==> src/rtl/ip2dma_stream_arbiter.sv <==
// ip2dma_stream_arbiter: packet-granular round-robin arbiter. It merges
// NUM_IN producer streams onto the single MM2S AXI-Stream path to the DMA.
// A granted producer owns the path until its last beat. The output is one
// registered stage that sustains one beat per cycle inside a packet.
module ip2dma_stream_arbiter #(
  parameter int NUM_IN = 4,
  parameter int DATA_W = 128,
  parameter int KEEP_W = DATA_W / 8,
  parameter int ID_W   = 2
) (
  input  logic                     m_axis_mm2s_aclk,
  input  logic                     reset,
  input  logic [NUM_IN*DATA_W-1:0] s_dout,
  input  logic [NUM_IN-1:0]        s_valid,
  output logic [NUM_IN-1:0]        s_ready,
  input  logic [NUM_IN*KEEP_W-1:0] s_keep,
  input  logic [NUM_IN-1:0]        s_last,
  output logic [DATA_W-1:0]        m_axis_mm2s_tdata,
  output logic [KEEP_W-1:0]        m_axis_mm2s_tkeep,
  output logic                     m_axis_mm2s_tlast,
  output logic                     m_axis_mm2s_tvalid,
  input  logic                     m_axis_mm2s_tready,
  output logic [ID_W-1:0]          m_src_id,
  output logic                     busy,
  output logic [31:0]              pkt_count
);

  typedef enum logic {IDLE, PKT} state_t;

  state_t            state, state_nxt;
  logic [ID_W-1:0]   ptr, ptr_nxt;       // last input served; scan starts after it
  logic [ID_W-1:0]   grant, grant_nxt;   // input owning the path while in PKT
  logic              scan_found;
  logic [ID_W-1:0]   scan_sel;
  int                scan_idx;
  logic              sel_valid, sel_last;
  logic [DATA_W-1:0] sel_data;
  logic [KEEP_W-1:0] sel_keep;
  logic              load_ok, accept;

  // The output register can take a new beat when empty or draining this cycle.
  assign load_ok = !m_axis_mm2s_tvalid || m_axis_mm2s_tready;
  assign busy    = (state == PKT);

  // Round-robin scan: first valid input at ptr+1, ptr+2, ... modulo NUM_IN.
  // NOTE: every variable driven here gets a default before any branch, so
  // no path leaves it unassigned and no latch is inferred.
  always_comb begin
    scan_found = 1'b0;
    scan_sel   = ptr;
    scan_idx   = 0;
    for (int k = 1; k <= NUM_IN; k++) begin
      scan_idx = int'(ptr) + k;
      if (scan_idx >= NUM_IN) scan_idx = scan_idx - NUM_IN;
      for (int i = 0; i < NUM_IN; i++) begin
        if (!scan_found && scan_idx == i && s_valid[i]) begin
          scan_found = 1'b1;
          scan_sel   = ID_W'(i);
        end
      end
    end
  end

  // Mux the granted producer's beat; a compare loop keeps every index constant.
  always_comb begin
    sel_valid = 1'b0;
    sel_last  = 1'b0;
    sel_data  = '0;
    sel_keep  = '0;
    for (int i = 0; i < NUM_IN; i++) begin
      if (grant == ID_W'(i)) begin
        sel_valid = s_valid[i];
        sel_last  = s_last[i];
        sel_data  = s_dout[i*DATA_W +: DATA_W];
        sel_keep  = s_keep[i*KEEP_W +: KEEP_W];
      end
    end
  end

  // Next-state, grant/pointer update and producer ready generation.
  always_comb begin
    state_nxt = state;
    grant_nxt = grant;
    ptr_nxt   = ptr;
    s_ready   = '0;
    accept    = 1'b0;
    unique case (state)
      IDLE: begin
        // Arbitration takes this whole cycle; nothing is accepted here.
        if (scan_found) begin
          grant_nxt = scan_sel;
          state_nxt = PKT;
        end
      end
      PKT: begin
        // Grant is held even while s_valid[grant] is low mid-packet.
        for (int i = 0; i < NUM_IN; i++) begin
          if (grant == ID_W'(i)) s_ready[i] = load_ok;
        end
        accept = sel_valid && load_ok;
        if (accept && sel_last) begin
          state_nxt = IDLE;
          ptr_nxt   = grant;
        end
      end
      default: state_nxt = IDLE;
    endcase
  end

  // Control state register; reset leaves input 0 with top priority.
  // NOTE: sequential state uses non-blocking assignments so every register
  // samples pre-edge values regardless of block evaluation order.
  always_ff @(posedge m_axis_mm2s_aclk) begin
    if (reset) begin
      state <= IDLE;
      ptr   <= ID_W'(NUM_IN - 1);
      grant <= '0;
    end else begin
      state <= state_nxt;
      ptr   <= ptr_nxt;
      grant <= grant_nxt;
    end
  end

  // Output register stage and downstream packet counter.
  // NOTE: the data registers are reset as well, because zero tdata/tkeep is
  // visible on the port after reset rather than a don't-care.
  always_ff @(posedge m_axis_mm2s_aclk) begin
    if (reset) begin
      m_axis_mm2s_tvalid <= 1'b0;
      m_axis_mm2s_tdata  <= '0;
      m_axis_mm2s_tkeep  <= '0;
      m_axis_mm2s_tlast  <= 1'b0;
      m_src_id           <= '0;
      pkt_count          <= '0;
    end else begin
      if (accept) begin
        m_axis_mm2s_tvalid <= 1'b1;
        m_axis_mm2s_tdata  <= sel_data;
        m_axis_mm2s_tkeep  <= sel_keep;
        m_axis_mm2s_tlast  <= sel_last;
        m_src_id           <= grant;
      end else if (m_axis_mm2s_tvalid && m_axis_mm2s_tready) begin
        m_axis_mm2s_tvalid <= 1'b0;
      end
      if (m_axis_mm2s_tvalid && m_axis_mm2s_tready && m_axis_mm2s_tlast) begin
        pkt_count <= pkt_count + 32'd1;
      end
    end
  end

endmodule
==> config.mk <==
export PLATFORM = sky130hd
export DESIGN_NAME = ip2dma_stream_arbiter
export DESIGN_NICKNAME = d
export VERILOG_FILES = /design/src/rtl/ip2dma_stream_arbiter.sv
export SDC_FILE = /design/constraint.sdc
export NUM_CORES = 1
export LEC_CHECK = 0
export CAP_MARGIN = 10
export CORE_AREA = 2 2 303 305
export DETAILED_ROUTE_END_ITERATION = 6
export DIE_AREA = 0 0 305 307
export HOLD_SLACK_MARGIN = 0.03
export PLACE_DENSITY = 0.31
export SLEW_MARGIN = 15
export SYNTH_ARGS = -nofsm -noshare
export SYNTH_HDL_FRONTEND = slang
export SYNTH_SLANG_ARGS = --single-unit
==> constraint.sdc <==
create_clock -name m_axis_mm2s_aclk -period 4.18 [get_ports m_axis_mm2s_aclk]
set_input_delay 0.627 -clock m_axis_mm2s_aclk [delete_from_list [all_inputs] [get_ports m_axis_mm2s_aclk]]
set_output_delay 0.627 -clock m_axis_mm2s_aclk [all_outputs]
set_load 0.005 [all_outputs]
==> summary.md, run 1 <==
| Metric | Value |
|---|---|
| Synth warn | `0` |
| Total GRT Usage | `between 10% and 20%` |
| Final Skew | `0.0171 ns` |
| Total number of vias | `11200` |
| Post-synth EDFFs | `0` |
| CTS H-Tree Depth | `4` |
| Status | `finished, final reports clean` |
| CP peak stage delay | `between 0.5 and 0.6 ns` |
| Drt drc | `0` |
| Yosys cell types | `42` |
| Post-DR wirelength/cell | `21.0 um` |
| Die area | `0.0936 mm2` |
| Cts bufs inserted | `17` |
| Final Hold Viols | `0` |
| Sequential cell area | `approximately 0.0037 mm2` |
| Critical path depth | `5` |
| F_max | `339 MHz` |
| Cells after DPL | `2917` |
| Root buffer cell | `clkbuf_16` |
| Post-CTS Setup Bufs | `0` |
| CORE AREA | `0.0907 mm2` |
| #FFs+latches synth | `185` |
| I/O Buffers | `771` |
| Commonest non-fill, non-tap cells in the layout | `clkdlybuf4s50_1, nand2_1, dfxtp_1` |
| Latest clock arrival within the worst-skew pair | `about 0.47 ns` |
| RePlAce Congestion | `0.810` |
| Delay-heaviest family, CP | `buffers and inverters` |
| Final WL | `roughly 62000 um` |
| Cell Area, Synth | `0.0104 mm2` |
| Die height | `307 um` |
| Rows | `111` |
| Kind of critical path | `in2out` |
| Hold depth | `2` |
| Layout cell share with drive strength beyond 1 | `11.5%` |
| Max cap viols | `0` |
| I/O pins | `772` |
| Post-DRT Antenna Nets | `0` |
| Slew margin rel. | `43.5%` |
| WP data required | `about 3.6 ns` |
| FF-to-FF setup slack | `1.74 ns` |
| Initial Util | `11.4%` |
| WP buf/inv | `2` |
| Asr flop ratio synth | `0%` |
| Area of the multi-input gates | `0.00624 mm2` |
| Final net count | `2338` |
| Initial drt markers | `520` |
| Initial antenna violation count | `9` |
| Mapped Avg Cell Area | `9.92 um2` |
| Post-CTS sizing | `0` |
| Worst Setup Start Kind | `input pin` |
| FILL cells | `9858` |
| Lkg Pwr | `6.36 nW` |
| Maximum VDD drop | `around 0.00028 V` |
| DR vias/cell | `3.80` |
| Synth Flop Type | `dfxtp_1` |
| Slowest CP cell | `clkdlybuf4s50_1` |
| Gate Count Post-Synth | `between 1000 and 1500` |
| First-pass GRT wire length | `slightly below 90000 um` |
| Detailed-placement wirelength estimate | `49800 um` |
| Cts-stage hold buffer count | `0` |
| Pwr Density | `282 mW/mm2` |
| CP Capture Type | `primary output` |
| Sink Count | `185` |
| Finished Cell Area | `0.0200 mm2` |
| Syn Nets | `1633` |
| Synth-to-layout area growth | `92.7%` |
| Clk slew on worst S/H paths | `around 0.070 ns` |
| RSZ-0062 raised after global routing | `false` |
| Setup TNS | `0 ns` |
| Clock buffer depth | `2` |
| Minimum clock period | `approximately 3.0 ns` |
| Total Power | `around 5.6 mW` |
| Chip Width | `305 um` |
| Final Max Slew Viols | `0` |
| Global route total overflow | `0` |
| Crit path max fanout | `5` |
| Most common cell after layout, fill and taps aside | `clkdlybuf4s50_1` |
| Drt first pass iters | `6` |
| Cell Count, Final, Fillers Out | `a little under 3000` |
| Crit path cell chain | `clkdlybuf4s50_1, or2b_1, nand2_1, nor3b_1, clkdlybuf4s50_1` |
| DP Area | `0.0194 mm2` |
| Vias in the first global route | `11900` |
| Slew @ Worst Pin | `approximately 0.85 ns` |
| Largest net degree at the start of global routing | `85` |
| Seq/Total Area, Yosys | `a little over a third` |
| Hold_ws | `~0.45 ns` |
| Most frequent CP cell | `clkdlybuf4s50_1` |
| Worst Path Arrival | `around 2.3 ns` |
| Setup-failing EPs final | `0` |
| Min-delay worst type | `reg2reg` |
| Final worst path period share | `70.6%` |
| Reg2Reg Depth | `5` |
| Clock tree from TritonCTS | `done` |
[per-stage QoR]
stage | setup WS, ns | utilization, %
2_1_floorplan | 2.06 | -
5_1_grt | 1.09 | 22.0
3_3_place_gp | 1.23 | 21.3
6_report | 1.23 | 22.0
3_5_place_dp | 1.22 | 21.3
4_1_cts | 1.23 | 22.0
[registers in the layout (all words and copies together) (netlist names)]
signal and cells:
ptr 2, m_axis_mm2s_tvalid 1, busy 1, pkt_count 32, m_axis_mm2s_tlast 1, m_src_id 2, m_axis_mm2s_tkeep 16, m_axis_mm2s_tdata 128
grant 2
[synth_stat cells, drive strengths merged (10+ instances only)]
| cell | number | area (um2) |
|---|---|---|
| buf | 41 | 210 |
| nand2 | 308 | 1160 |
| nand4 | 10 | 68.8 |
| dfxtp | 185 | 3700 |
| nor2 | 13 | 48.8 |
| clkbuf | 57 | 215 |
| mux4 | 146 | 3290 |
| a21oi | 175 | 876 |
| or4 | 20 | 158 |
| o31ai | 18 | 135 |
| nand3 | 10 | 67.6 |
[tightest hold or removal path, stage by stage (launching register included)]
cell and delay, ns:
dfxtp_1 0.31, nand2_1 0.05, a21oi_1 0.05
[final cells by class]
type	count	share of cell area [%]
inverters	6	0.113
well taps	1186	7.43
clock inverters	11	0.789
diodes	5	0.0626
flip-flops and latches	185	18.6
multi-input cells	756	31.2
clock buffers	20	2.29
repair buffers	784	39.5
[power breakdown]
part | internal [mW] | total, mW | switching [mW]
clock network | 0.986 | 1.82 | 0.832
logic | 1.13 | 1.85 | 0.717
registers | 1.89 | 1.97 | 0.0787
[worst paths after layout]
path	startpoint	endpoint
worst max-delay path	m_axis_mm2s_tready	s_ready[2]
worst min register to register	m_axis_mm2s_tdata[33]	m_axis_mm2s_tdata[33]
worst max register to register	grant[1]	m_axis_mm2s_tdata[101]
worst min-delay path	m_axis_mm2s_tdata[33]	m_axis_mm2s_tdata[33]
[per-layer routing]
| layer | global-route usage [%] | wire (um) | up-vias |
|---|---|---|---|
| li1 | - | - | 5269 |
| met1 | 14.9 | 24600 | 5542 |
| met2 | 23.5 | 32600 | 382 |
| met3 | 4.34 | 4410 | 31 |
| met4 | 2.08 | 386 | 6 |
| met5 | 0 | 43 | - |
[kinds of logic (layout without fill, tap and decap cells)]
group / after synthesis / count (layout) / synth area share (%)
xor+xnor: 7 / 7 / 0.591
mux: 151 / 151 / 32.2
fa+ha+maj: 1 / 1 / 0.121
flops: 185 / 185 / 35.7
other cells: 0 / 5 / 0
buf+inv: 104 / 821 / 4.32
compound gates: 206 / 206 / 10.6
simple gates: 391 / 391 / 16.4
(Power assumes the default switching activity.)
==> inputs of run 2 (changes only) <==
--- a/config.mk
+++ b/config.mk
@@ -10,7 +10,7 @@
 export DETAILED_ROUTE_END_ITERATION = 6
 export DIE_AREA = 0 0 305 307
 export HOLD_SLACK_MARGIN = 0.03
-export PLACE_DENSITY = 0.31
+export PLACE_DENSITY = 0.32
 export SLEW_MARGIN = 15
 export SYNTH_ARGS = -nofsm -noshare
 export SYNTH_HDL_FRONTEND = slang
==> constraint.sdc (replaced) <==
create_clock -name m_axis_mm2s_aclk -period 2.5 [get_ports m_axis_mm2s_aclk]
set_input_delay 0.375 -clock m_axis_mm2s_aclk [delete_from_list [all_inputs] [get_ports m_axis_mm2s_aclk]]
set_output_delay 0.375 -clock m_axis_mm2s_aclk [all_outputs]
set_load 0.005 [all_outputs]
==> summary.md, run 2 (synthesis gave the netlist of run 1 again) <==
| Metric | Value |
|---|---|
| Cts bufs inserted | `17 (unchanged)` |
| Int Pwr | `6.46 mW (was 4.01 mW)` |
| Slew @ Worst Pin | `0.827 ns (was 0.847 ns)` |
| Slowest CP cell | `clkdlybuf4s50_1 (unchanged)` |
| P_sw | `2.78 mW (was 1.63 mW)` |
| Pwr Density | `457 mW/mm2 (was 282 mW/mm2)` |
| Initial drt markers | `427 (was 520)` |
| CP peak stage delay | `0.58 ns (was 0.57 ns)` |
| Setup-failing EPs final | `0 (unchanged)` |
| Latest clock arrival within the worst-skew pair | `0.47 ns (about the same)` |
| Final net count | `2365 (was 2338)` |
| Final worst path period share | `95.9%` |
| Fin util | `22.3% (was 22.0%)` |
| Worst Setup Start Kind | `input pin (unchanged)` |
| Max reg flops | `128 (unchanged)` |
| Final Skew | `0.0117 ns (was 0.0171 ns)` |
| First-pass GRT wire length | `87400 um (was 87800 um)` |
| Worst Path Arrival | `2.02 ns (was 2.32 ns)` |
| WP data required | `2.12 ns (was 3.55 ns)` |
| Final Hold Viols | `0 (unchanged)` |
| Drt first pass iters | `6 (unchanged)` |
| Clock Power Share | `29.7% (was 32.3%)` |
| Minimum clock period | `roughly 2.4 ns` |
| Total Power | `9.24 mW (was 5.63 mW)` |
| I/O Buffers | `771 (unchanged)` |
| Final WL | `61900 um (was 62100 um)` |
| Slew margin rel. | `44.9% (was 43.5%)` |
| Initial Util | `11.4% (unchanged)` |
| Initial antenna violation count | `12 (was 9)` |
| Die area | `0.0936 mm2 (unchanged)` |
| Largest register by flop count | `m_axis_mm2s_tdata (unchanged)` |
| DP Area | `0.0197 mm2 (was 0.0194 mm2)` |
| CP Capture Type | `primary output (unchanged)` |
| Finished Cell Area | `0.0202 mm2 (was 0.0200 mm2)` |
| Min-delay worst type | `in2reg (was reg2reg)` |
| Most frequent CP cell | `clkdlybuf4s50_1 (unchanged)` |
| Clock buffer depth | `2 (unchanged)` |
| RePlAce Congestion | `0.836 (was 0.810)` |
| Pre-CTS WS | `-0.00220 ns (was 1.22 ns)` |
| Clock tree from TritonCTS | `done (unchanged)` |
| Kind of critical path | `in2out (unchanged)` |
| Die height | `307 um (unchanged)` |
| Clk slew on worst S/H paths | `0.08 ns (was 0.07 ns)` |
| Vias in the first global route | `12200 (was 11900)` |
| Crit path max fanout | `3 (was 5)` |
| Status | `finished, final reports clean (unchanged)` |
| Drt drc | `0 (unchanged)` |
| Cts-stage hold buffer count | `0 (unchanged)` |
| Most common cell after layout, fill and taps aside | `clkdlybuf4s50_1 (unchanged)` |
| Synth-to-layout area growth | `95.1% (was 92.7%)` |
| CORE AREA | `0.0907 mm2 (unchanged)` |
| Largest net degree at the start of global routing | `96 (was 85)` |
| Post-DRT Antenna Nets | `0 (unchanged)` |
| Layout cell share with drive strength beyond 1 | `12.9% (was 11.5%)` |
| Commonest non-fill, non-tap cells in the layout | `clkdlybuf4s50_1, nand2_1, dfxtp_1 (unchanged)` |
| Sink Count | `185 (unchanged)` |
| CTS H-Tree Depth | `4 (unchanged)` |
| Max cap viols | `0 (unchanged)` |
| Crit path cell chain | `clkdlybuf4s50_1, or2b_1, nand2_1, nor3b_1, buf_4, clkdlybuf4s50_1 (was clkdlybuf4s50_1, or2b_1, nand2_1, nor3b_1, clkdlybuf4s50_1)` |
| Maximum VDD drop | `0.000424 V (was 0.000281 V)` |
| Post-DR wirelength/cell | `20.8 um (was 21.0 um)` |
| Rows | `111 (unchanged)` |
| I/O pins | `772 (unchanged)` |
| Total number of vias | `11400 (was 11200)` |
| Hold_ws | `0.320 ns (was 0.453 ns)` |
| RSZ-0062 raised after global routing | `false (unchanged)` |
| Global route total overflow | `0 (unchanged)` |
| Lkg Pwr | `6.52 nW (was 6.36 nW)` |
| Root buffer cell | `clkbuf_16 (unchanged)` |
| Final worst slack | `0.102 ns (was 1.23 ns)` |
| Largest registers | `m_axis_mm2s_tdata: 128 flops, pkt_count: 32 flops, m_axis_mm2s_tkeep: 16 flops (unchanged)` |
| DR vias/cell | `3.81 (was 3.80)` |
| Chip Width | `305 um (unchanged)` |
| Final Max Slew Viols | `0 (unchanged)` |
| F_max | `417 MHz` |
| Switching part of the total | `30.1% (was 28.9%)` |
| Combinational fraction of design power | `34.7% (was 32.8%)` |
| Total GRT Usage | `12.9% (about the same)` |
| Detailed-placement wirelength estimate | `50300 um (was 49800 um)` |
| Flop pwr share | `35.6% (was 34.9%)` |
-- run 2: cell types whose count changed in the layout (fill, tap and decap cells not counted), moves of 2 or more --
cell	change
bufinv_16	-3
buf_12	+8
inv_6	+2
clkinv_4	+2
buf_4	+19
-- run 2: metrics by stage --
stage | setup TNS [ns] | instances
2_1_floorplan | 0 | 1045
3_3_place_gp | -0.114 | 2944
3_5_place_dp | -0.00414 | 2944
4_1_cts | 0 | 2976
5_1_grt | 0 | 2979
6_report | 0 | 2980
-- run 2: path summary, 6_finish.rpt --
| check | from | end | slack [ns] | cells after the start |
|---|---|---|---|---|
| min | reset | pkt_count[7] | 0.32 | 2 |
| max reg2reg | pkt_count[0] | pkt_count[30] | 0.39 | 6 |
| min reg2reg | m_axis_mm2s_tdata[73] | m_axis_mm2s_tdata[73] | 0.45 | 2 |
| max | m_axis_mm2s_tready | s_ready[1] | 0.10 | 6 |
-- run 2: cell type report --
class	instances	area, um2
clock buffer	19	443
multi-input combinational	756	6240
antenna	4	10.0
tap	1186	1480
inverter	6	22.5
sequential	185	3710
timing repair buffer	811	8210
fill	9834	70500
clock inverter	13	111
-- run 2: routing by layer --
metal | track usage [%] | vias to the layer above | wire (um)
li1 | - | 5338 | -
met3 | 4.02 | 50 | 4120
met1 | 14.7 | 5565 | 24600
met2 | 23.2 | 402 | 32100
met4 | 3.28 | 12 | 948
met5 | 0 | - | 72
-- run 2: critical path: cells and delay by family --
kind          cells  cell delay [ns]
buf+inv           3             1.24
simple gates      3             0.42
-- run 2: timing repair --
action / in CTS / in global routing
endpoints found under the setup margin: 0 / 1
buffers inserted: 0 / 0
gates resized for setup: 0 / 1
-- run 2: power groups by stage --
stage	Combinational (mW)	Clock (mW)	Sequential (mW)
global placement	3.29	0	3.35
global route	3.45	3.03	3.32
finish	3.21	2.75	3.28
detailed placement	3.29	0	3.35
floorplan	1.27	0	3.35
CTS	3.31	2.95	3.29
